[src/rtl/mem_stage.sv]
`default_nettype none
// ============================================================================
// mem_stage : MIPS memory stage. Resolves the branch, runs a req/ack data port
//             with stall and ack timeout, and owns the MEM/WB register.
//             Optional MEM_MISALIGN_CHECK_EN suppresses misaligned accesses.
// Revision  : 1.0
// ============================================================================
module mem_stage #(
  parameter int ACK_TIMEOUT = 16
) (
  input  logic        clk,
  input  logic        rst,
  input  logic        Branch_in,
  input  logic        MemWrite_in,
  input  logic        MemRead_in,
  input  logic        MemToReg_in,
  input  logic        RegWrite_in,
  input  logic        zero_in,
  input  logic [4:0]  Destination_in,
  input  logic [31:0] branchAdd_in,
  input  logic [31:0] ALUresult_in,
  input  logic [31:0] Rt_Data_in,
  output logic        PCSrc,
  output logic [31:0] branchTarget,
  output logic        stall,
  output logic        dmem_req,
  output logic        dmem_we,
  output logic [31:0] dmem_addr,
  output logic [31:0] dmem_wdata,
  input  logic        dmem_ack,
  input  logic [31:0] dmem_rdata,
  output logic        MemToReg_out,
  output logic        RegWrite_out,
  output logic [4:0]  Destination_out,
  output logic [31:0] ALUresult_out,
  output logic [31:0] ReadData_out,
  output logic        bus_err,
  output logic        misalign
);

  typedef enum logic [0:0] {IDLE = 1'b0, WAIT = 1'b1} state_t;

  // The timeout cycle is the last WAIT cycle, so req is high ACK_TIMEOUT cycles in total.
  localparam logic [7:0] TIMEOUT_LAST = 8'(ACK_TIMEOUT - 2);

  state_t      state_q, state_d;
  logic [7:0]  cnt_q, cnt_d;
  logic        lat_we_q, lat_we_d, lat_m2r_q, lat_m2r_d, lat_rw_q, lat_rw_d;
  logic [4:0]  lat_dest_q, lat_dest_d;
  logic [31:0] lat_addr_q, lat_addr_d, lat_wdata_q, lat_wdata_d;
  logic        wb_m2r_q, wb_m2r_d, wb_rw_q, wb_rw_d;
  logic [4:0]  wb_dest_q, wb_dest_d;
  logic [31:0] wb_alu_q, wb_alu_d, wb_rdata_q, wb_rdata_d;
  logic        bus_err_q, bus_err_d, misalign_q, misalign_d;
  logic        req_c, we_c, stall_c, pcsrc_c;
  logic [31:0] addr_c, wdata_c;
  logic        access_w, misal_w;

  assign access_w = MemRead_in | MemWrite_in;

`ifdef MEM_MISALIGN_CHECK_EN
  assign misal_w = access_w & (ALUresult_in[1:0] != 2'b00);
`else
  assign misal_w = 1'b0;
`endif

  always_comb begin
    state_d     = state_q;
    cnt_d       = cnt_q;
    lat_we_d    = lat_we_q;
    lat_m2r_d   = lat_m2r_q;
    lat_rw_d    = lat_rw_q;
    lat_dest_d  = lat_dest_q;
    lat_addr_d  = lat_addr_q;
    lat_wdata_d = lat_wdata_q;
    wb_m2r_d    = 1'b0;
    wb_rw_d     = 1'b0;
    wb_dest_d   = 5'd0;
    wb_alu_d    = 32'd0;
    wb_rdata_d  = 32'd0;
    bus_err_d   = bus_err_q;
    misalign_d  = 1'b0;
    req_c       = 1'b0;
    we_c        = 1'b0;
    stall_c     = 1'b0;
    pcsrc_c     = 1'b0;
    addr_c      = ALUresult_in;
    wdata_c     = Rt_Data_in;

    case (state_q)
      IDLE: begin
        pcsrc_c = Branch_in & zero_in;
        if (misal_w) begin
          wb_dest_d  = Destination_in;
          wb_alu_d   = ALUresult_in;
          misalign_d = 1'b1;
        end else if (access_w) begin
          req_c = 1'b1;
          we_c  = MemWrite_in;
          if (dmem_ack) begin
            wb_m2r_d   = MemToReg_in;
            wb_rw_d    = RegWrite_in;
            wb_dest_d  = Destination_in;
            wb_alu_d   = ALUresult_in;
            wb_rdata_d = MemWrite_in ? 32'd0 : dmem_rdata;
          end else begin
            stall_c     = 1'b1;
            lat_we_d    = MemWrite_in;
            lat_m2r_d   = MemToReg_in;
            lat_rw_d    = RegWrite_in;
            lat_dest_d  = Destination_in;
            lat_addr_d  = ALUresult_in;
            lat_wdata_d = Rt_Data_in;
            cnt_d       = 8'd0;
            state_d     = WAIT;
          end
        end else begin
          wb_m2r_d  = MemToReg_in;
          wb_rw_d   = RegWrite_in;
          wb_dest_d = Destination_in;
          wb_alu_d  = ALUresult_in;
        end
      end
      WAIT: begin
        req_c   = 1'b1;
        we_c    = lat_we_q;
        addr_c  = lat_addr_q;
        wdata_c = lat_wdata_q;
        if (dmem_ack) begin
          wb_m2r_d   = lat_m2r_q;
          wb_rw_d    = lat_rw_q;
          wb_dest_d  = lat_dest_q;
          wb_alu_d   = lat_addr_q;
          wb_rdata_d = lat_we_q ? 32'd0 : dmem_rdata;
          state_d    = IDLE;
        end else if (cnt_q == TIMEOUT_LAST) begin
          // Aborted access retires with write-back suppressed.
          wb_dest_d = lat_dest_q;
          wb_alu_d  = lat_addr_q;
          bus_err_d = 1'b1;
          state_d   = IDLE;
        end else begin
          stall_c = 1'b1;
          cnt_d   = cnt_q + 8'd1;
        end
      end
      default: state_d = IDLE;
    endcase
  end

  always_ff @(posedge clk or negedge rst) begin
    if (!rst) begin
      state_q     <= IDLE;
      cnt_q       <= 8'd0;
      lat_we_q    <= 1'b0;
      lat_m2r_q   <= 1'b0;
      lat_rw_q    <= 1'b0;
      lat_dest_q  <= 5'd0;
      lat_addr_q  <= 32'd0;
      lat_wdata_q <= 32'd0;
      wb_m2r_q    <= 1'b0;
      wb_rw_q     <= 1'b0;
      wb_dest_q   <= 5'd0;
      wb_alu_q    <= 32'd0;
      wb_rdata_q  <= 32'd0;
      bus_err_q   <= 1'b0;
      misalign_q  <= 1'b0;
    end else begin
      state_q     <= state_d;
      cnt_q       <= cnt_d;
      lat_we_q    <= lat_we_d;
      lat_m2r_q   <= lat_m2r_d;
      lat_rw_q    <= lat_rw_d;
      lat_dest_q  <= lat_dest_d;
      lat_addr_q  <= lat_addr_d;
      lat_wdata_q <= lat_wdata_d;
      wb_m2r_q    <= wb_m2r_d;
      wb_rw_q     <= wb_rw_d;
      wb_dest_q   <= wb_dest_d;
      wb_alu_q    <= wb_alu_d;
      wb_rdata_q  <= wb_rdata_d;
      bus_err_q   <= bus_err_d;
      misalign_q  <= misalign_d;
    end
  end

  // Handshake and hazard outputs are gated so reset silences them without a clock.
  assign dmem_req        = rst & req_c;
  assign dmem_we         = rst & req_c & we_c;
  assign stall           = rst & stall_c;
  assign PCSrc           = rst & pcsrc_c;
  assign dmem_addr       = addr_c;
  assign dmem_wdata      = wdata_c;
  assign branchTarget    = branchAdd_in;
  assign MemToReg_out    = wb_m2r_q;
  assign RegWrite_out    = wb_rw_q;
  assign Destination_out = wb_dest_q;
  assign ALUresult_out   = wb_alu_q;
  assign ReadData_out    = wb_rdata_q;
  assign bus_err         = bus_err_q;
  assign misalign        = misalign_q;

endmodule
`default_nettype wire

[config.mk]
export PLATFORM = sky130hd
export DESIGN_NAME = mem_stage
export DESIGN_NICKNAME = d
export VERILOG_FILES = /design/src/rtl/mem_stage.sv
export SDC_FILE = /design/constraint.sdc
export NUM_CORES = 1
export LEC_CHECK = 0
export BUFFER_PORTS_ARGS = -buffer_cell sky130_fd_sc_hd__buf_2
export CELL_PAD_IN_SITES_DETAIL_PLACEMENT = 2
export CELL_PAD_IN_SITES_GLOBAL_PLACEMENT = 2
export CORE_ASPECT_RATIO = 0.8
export CORE_MARGIN = 3
export CORE_UTILIZATION = 26
export DETAILED_ROUTE_END_ITERATION = 8
export HOLD_SLACK_MARGIN = 0.1
export PLACE_DENSITY = 0.72
export SYNTH_ARGS = -nofsm -noshare
export SYNTH_HDL_FRONTEND = slang
export SYNTH_SLANG_ARGS = --single-unit
[constraint.sdc]
create_clock -name clk -period 1.9 [get_ports clk]
set_clock_uncertainty 0.1 [all_clocks]
set_input_delay 0.38 -clock clk [delete_from_list [all_inputs] [get_ports clk]]
set_output_delay 0.38 -clock clk [all_outputs]
set_load 0.05 [all_outputs]
==> flow_metrics.py <==
metrics = {
    "worst_setup_path": {
        "critPathLaunch": "state_q$_DFF_PN0_",
        "worstSetupEndpointType": "output pin",
        "slowest_delay_ps": 520,
        "cp.arrival_ps": 1860,
        "crit_chain": "buf_6 -> clkbuf_16 -> buf_12 -> mux2_2 -> buf_6",
        "critPathSlowestCell": "dfrtp_4",
        "worstPathRequired_ps": 1420,
        "reg2reg_from": "state_q$_DFF_PN0_",
        "worstSetupPathType": "flip-flop to output pin",
        "startpoint_type": "flip-flop",
        "cp_top_family": "buffers and inverters",
        "timing.rr.end": "ReadData_out[5]$_DFF_PN0_",
        "crit_path_max_fanout": 9,
        "worst-path-buf-inv": 4,
        "ff2ff_setup_slack_ps": -130,
        "reg2regPathDepth": 10,
        "crit_path_frequent_cell": "buf_6",
    },
    "placement": {
        "hpwl_mm": 14.2,
        "post-place-ws_ps": -138,
        "gp_congestion": 0.697,
        "dpl_cell_area_sq_um": 8320,
        "io_buffers": 249,
        "place_inst": 1023,
    },
    "timing": {
        "fin_hold_ws_ps": 117,
        "fin_crit_sh_pct": 123,
        "rsz0062_at_grt": "yes",
        "min_period_ps": 2340,
        "final_max_slew_viol_count": 0,
        "setup_viol": 178,
        "layout_setup_ws_ps": -437,
        "fmax_mhz": 428,
        "final_hold_viol_count": 0,
        "tightest_slew_ps": 715,
        "maxSlewHeadroom_pct": 52.2,
    },
    "min_path": {
        "hold_class": "primary input to flip-flop",
        "hold_end": "ALUresult_out[29]$_DFF_PN0_",
        "min_path_cells": 2,
        "hp-start": "ALUresult_in[29]",
    },
    "power_and_ir_drop": {
        "p_leak_nw": 5.27,
        "powerDensity_nw_per_um2": 1020,
        "ir_worst_vdd_uv": 541,
    },
    "layout": {
        "layout_common_cells": "180 x buf_2, 152 x dfrtp_1, 131 x mux2_2",
        "antenna_cells": 0,
        "drive_above_1_share_pct": 61.2,
        "finalNonFillerCells": 1172,
        "stdcell_area_sq_um": 11000,
        "final_common_cell": "buf_2",
        "nets": 985,
        "syn2layout_area_growth_pct": 64.7,
        "final_util_pct": 44.4,
    },
    "routing": {
        "vias": 5409,
        "drcViolationCount": 0,
        "wl_mm": 27.4,
        "wl_per_cell_um": 23.4,
        "first_iter_violations": 114,
        "final_antenna_net_count": 0,
        "dr.pass1.iters": 4,
        "avgViaCountPerCell": 4.62,
    },
    "clocking": {
        "clock_latency_ps": 420,
        "cts_tree": "done",
        "numClockSinks": 153,
        "ctsLongestPathBuffers": 2,
        "htree_num_levels": 4,
        "numCtsBuffers": 17,
        "clk_pin_slew_ps": 60,
        "cts_root_buffer": "clkbuf_16",
    },
    "synthesis": {
        "synth_area_sq_um": 6670,
        "ys_warn_count": 0,
        "synth_cells": 487,
        "syn_area_per_cell_sq_um": 13.7,
        "synth-seq-cells": 153,
        "syn_nets": 631,
        "ys_types": 36,
        "ys_seq_area_share_pct": 57.4,
    },
    "grt": {
        "grt_use_met1_pct": 21.8,
        "grt.busiest_layer": "met2",
        "antenna_found_initial": 0,
        "met3_usage_pct": 6.17,
        "grt_max_degree": 78,
        "grt_pass1_wl_mm": 37.8,
        "met2_usage_pct": 31.2,
        "grt_usage_pct": 18.0,
        "grt_pass1_vias": 6107,
        "grt_overflow": 0,
    },
    "die": {
        "core_area_sq_um": 24800,
        "start_util_pct": 26.9,
        "dieArea_sq_um": 27600,
        "die_w_um": 185,
        "chipHeight_um": 149,
        "io_pins": 315,
        "num_rows": 51,
    },
    "run": {
        "maxCapViolCount": 0,
    },
    "run_status": {
        "outcome": "finished with violations",
        "violations": "negative setup slack",
    },
}
-- synth_stat cells (all sizes together) --
master | n | area [sq um]
a21oi | 1 | 5.00
a22o | 38 | 333
a311o | 1 | 10.0
a31o | 1 | 8.76
a32o | 2 | 20.0
and2 | 34 | 214
and3 | 1 | 6.26
and4b | 1 | 10.0
and4bb | 1 | 12.5
buf | 54 | 350
clkbuf | 8 | 30.0
conb | 1 | 3.75
dfrtp | 153 | 3830
ha | 2 | 25.0
inv | 4 | 15.0
mux2 | 135 | 1520
mux2i | 1 | 10.0
nand2 | 13 | 48.8
nand3 | 10 | 50.1
nand3b | 1 | 7.51
nand4 | 1 | 6.26
nand4b | 3 | 26.3
nor2 | 6 | 22.5
nor2b | 2 | 12.5
nor3 | 1 | 5.00
nor3b | 2 | 15.0
nor4b | 1 | 8.76
o211ai | 3 | 22.5
o21a | 1 | 7.51
o21ai | 3 | 15.0
or4b | 2 | 20.0
-- cells by family (layout without fill, tap and decap cells) --
kind of cell	count (synthesis)	after routing	share of synthesized area (%)
flip-flops	153	153	57.4
multiplexers	136	136	22.9
AND/OR/NAND/NOR	79	80	6.98
buffers and inverters	66	431	5.93
AO/OA/AOI/OAI	50	51	6.32
adder cells (fa/ha/maj)	2	2	0.375
other	1	1	0.0562
-- metrics by stage --
step                power, W  setup TNS, ps
floorplan            0.00610          -65.9
global placement     0.00675           -956
detailed placement   0.00683          -2050
CTS                   0.0110         -28790
global route          0.0117         -41440
finish                0.0112         -29940
-- metal layers --
metal / vias to the layer above / share of wire [%]
li1: 2407 / -
met1: 2787 / 40
met2: 193 / 52
met3: 22 / 6.7
met4: 0 / 0.72
met5: - / 0
-- worst max-delay path by stage --
stage | slack, ps | depth (start not counted) | endpoint
2_1_floorplan | -70 | 7 | stall
3_3_place_gp | -60 | 7 | cnt_q[4]$_DFFE_PN0P_
3_5_place_dp | -140 | 7 | cnt_q[4]$_DFFE_PN0P_
4_1_cts | -410 | 5 | stall
5_1_grt | -530 | 7 | stall
6_report | -440 | 5 | dmem_addr[1]
-- registers in the layout, summed over array words and instances, names as in the netlist --
name / flops
MemToReg_out: 1
lat_rw_q: 1
ReadData_out: 32
lat_addr_q: 32
bus_err: 1
cnt_q: 8
lat_m2r_q: 1
Destination_out: 5
lat_dest_q: 5
lat_wdata_q: 32
state_q: 1
lat_we_q: 1
ALUresult_out: 32
RegWrite_out: 1
-- where the power goes --
part / switching, W / internal, W
sequential: 0.000260 / 0.00370
clock: 0.00146 / 0.00215
combinational: 0.00212 / 0.00150
-- worst reg2reg max path, stage by stage, from the launching register on --
cell,delay (ps)
dfrtp_4,520
buf_12,160
buf_6,120
buf_8,110
buf_6,120
nor3b_4,210
a21oi_4,60
nor2_4,120
buf_12,140
buf_8,140
and2_1,150
-- timing repair --
item,in CTS,in global routing
gates resized for setup,155,60
pin swaps,9,36
hold endpoints to repair,244,0
setup buffers,9,7
setup endpoints to repair,109,183
hold buffers,85,0
gates cloned,3,15
-- area by class of cell --
cell class	count	area, sq um
clock inverters	13	168
well taps	318	398
clock buffers	19	453
flip-flops and latches	153	3830
multi-input cells	270	2660
inverters	4	17.5
repair buffers	395	3460
fillers	2435	13800
(Power assumes the default switching activity.)
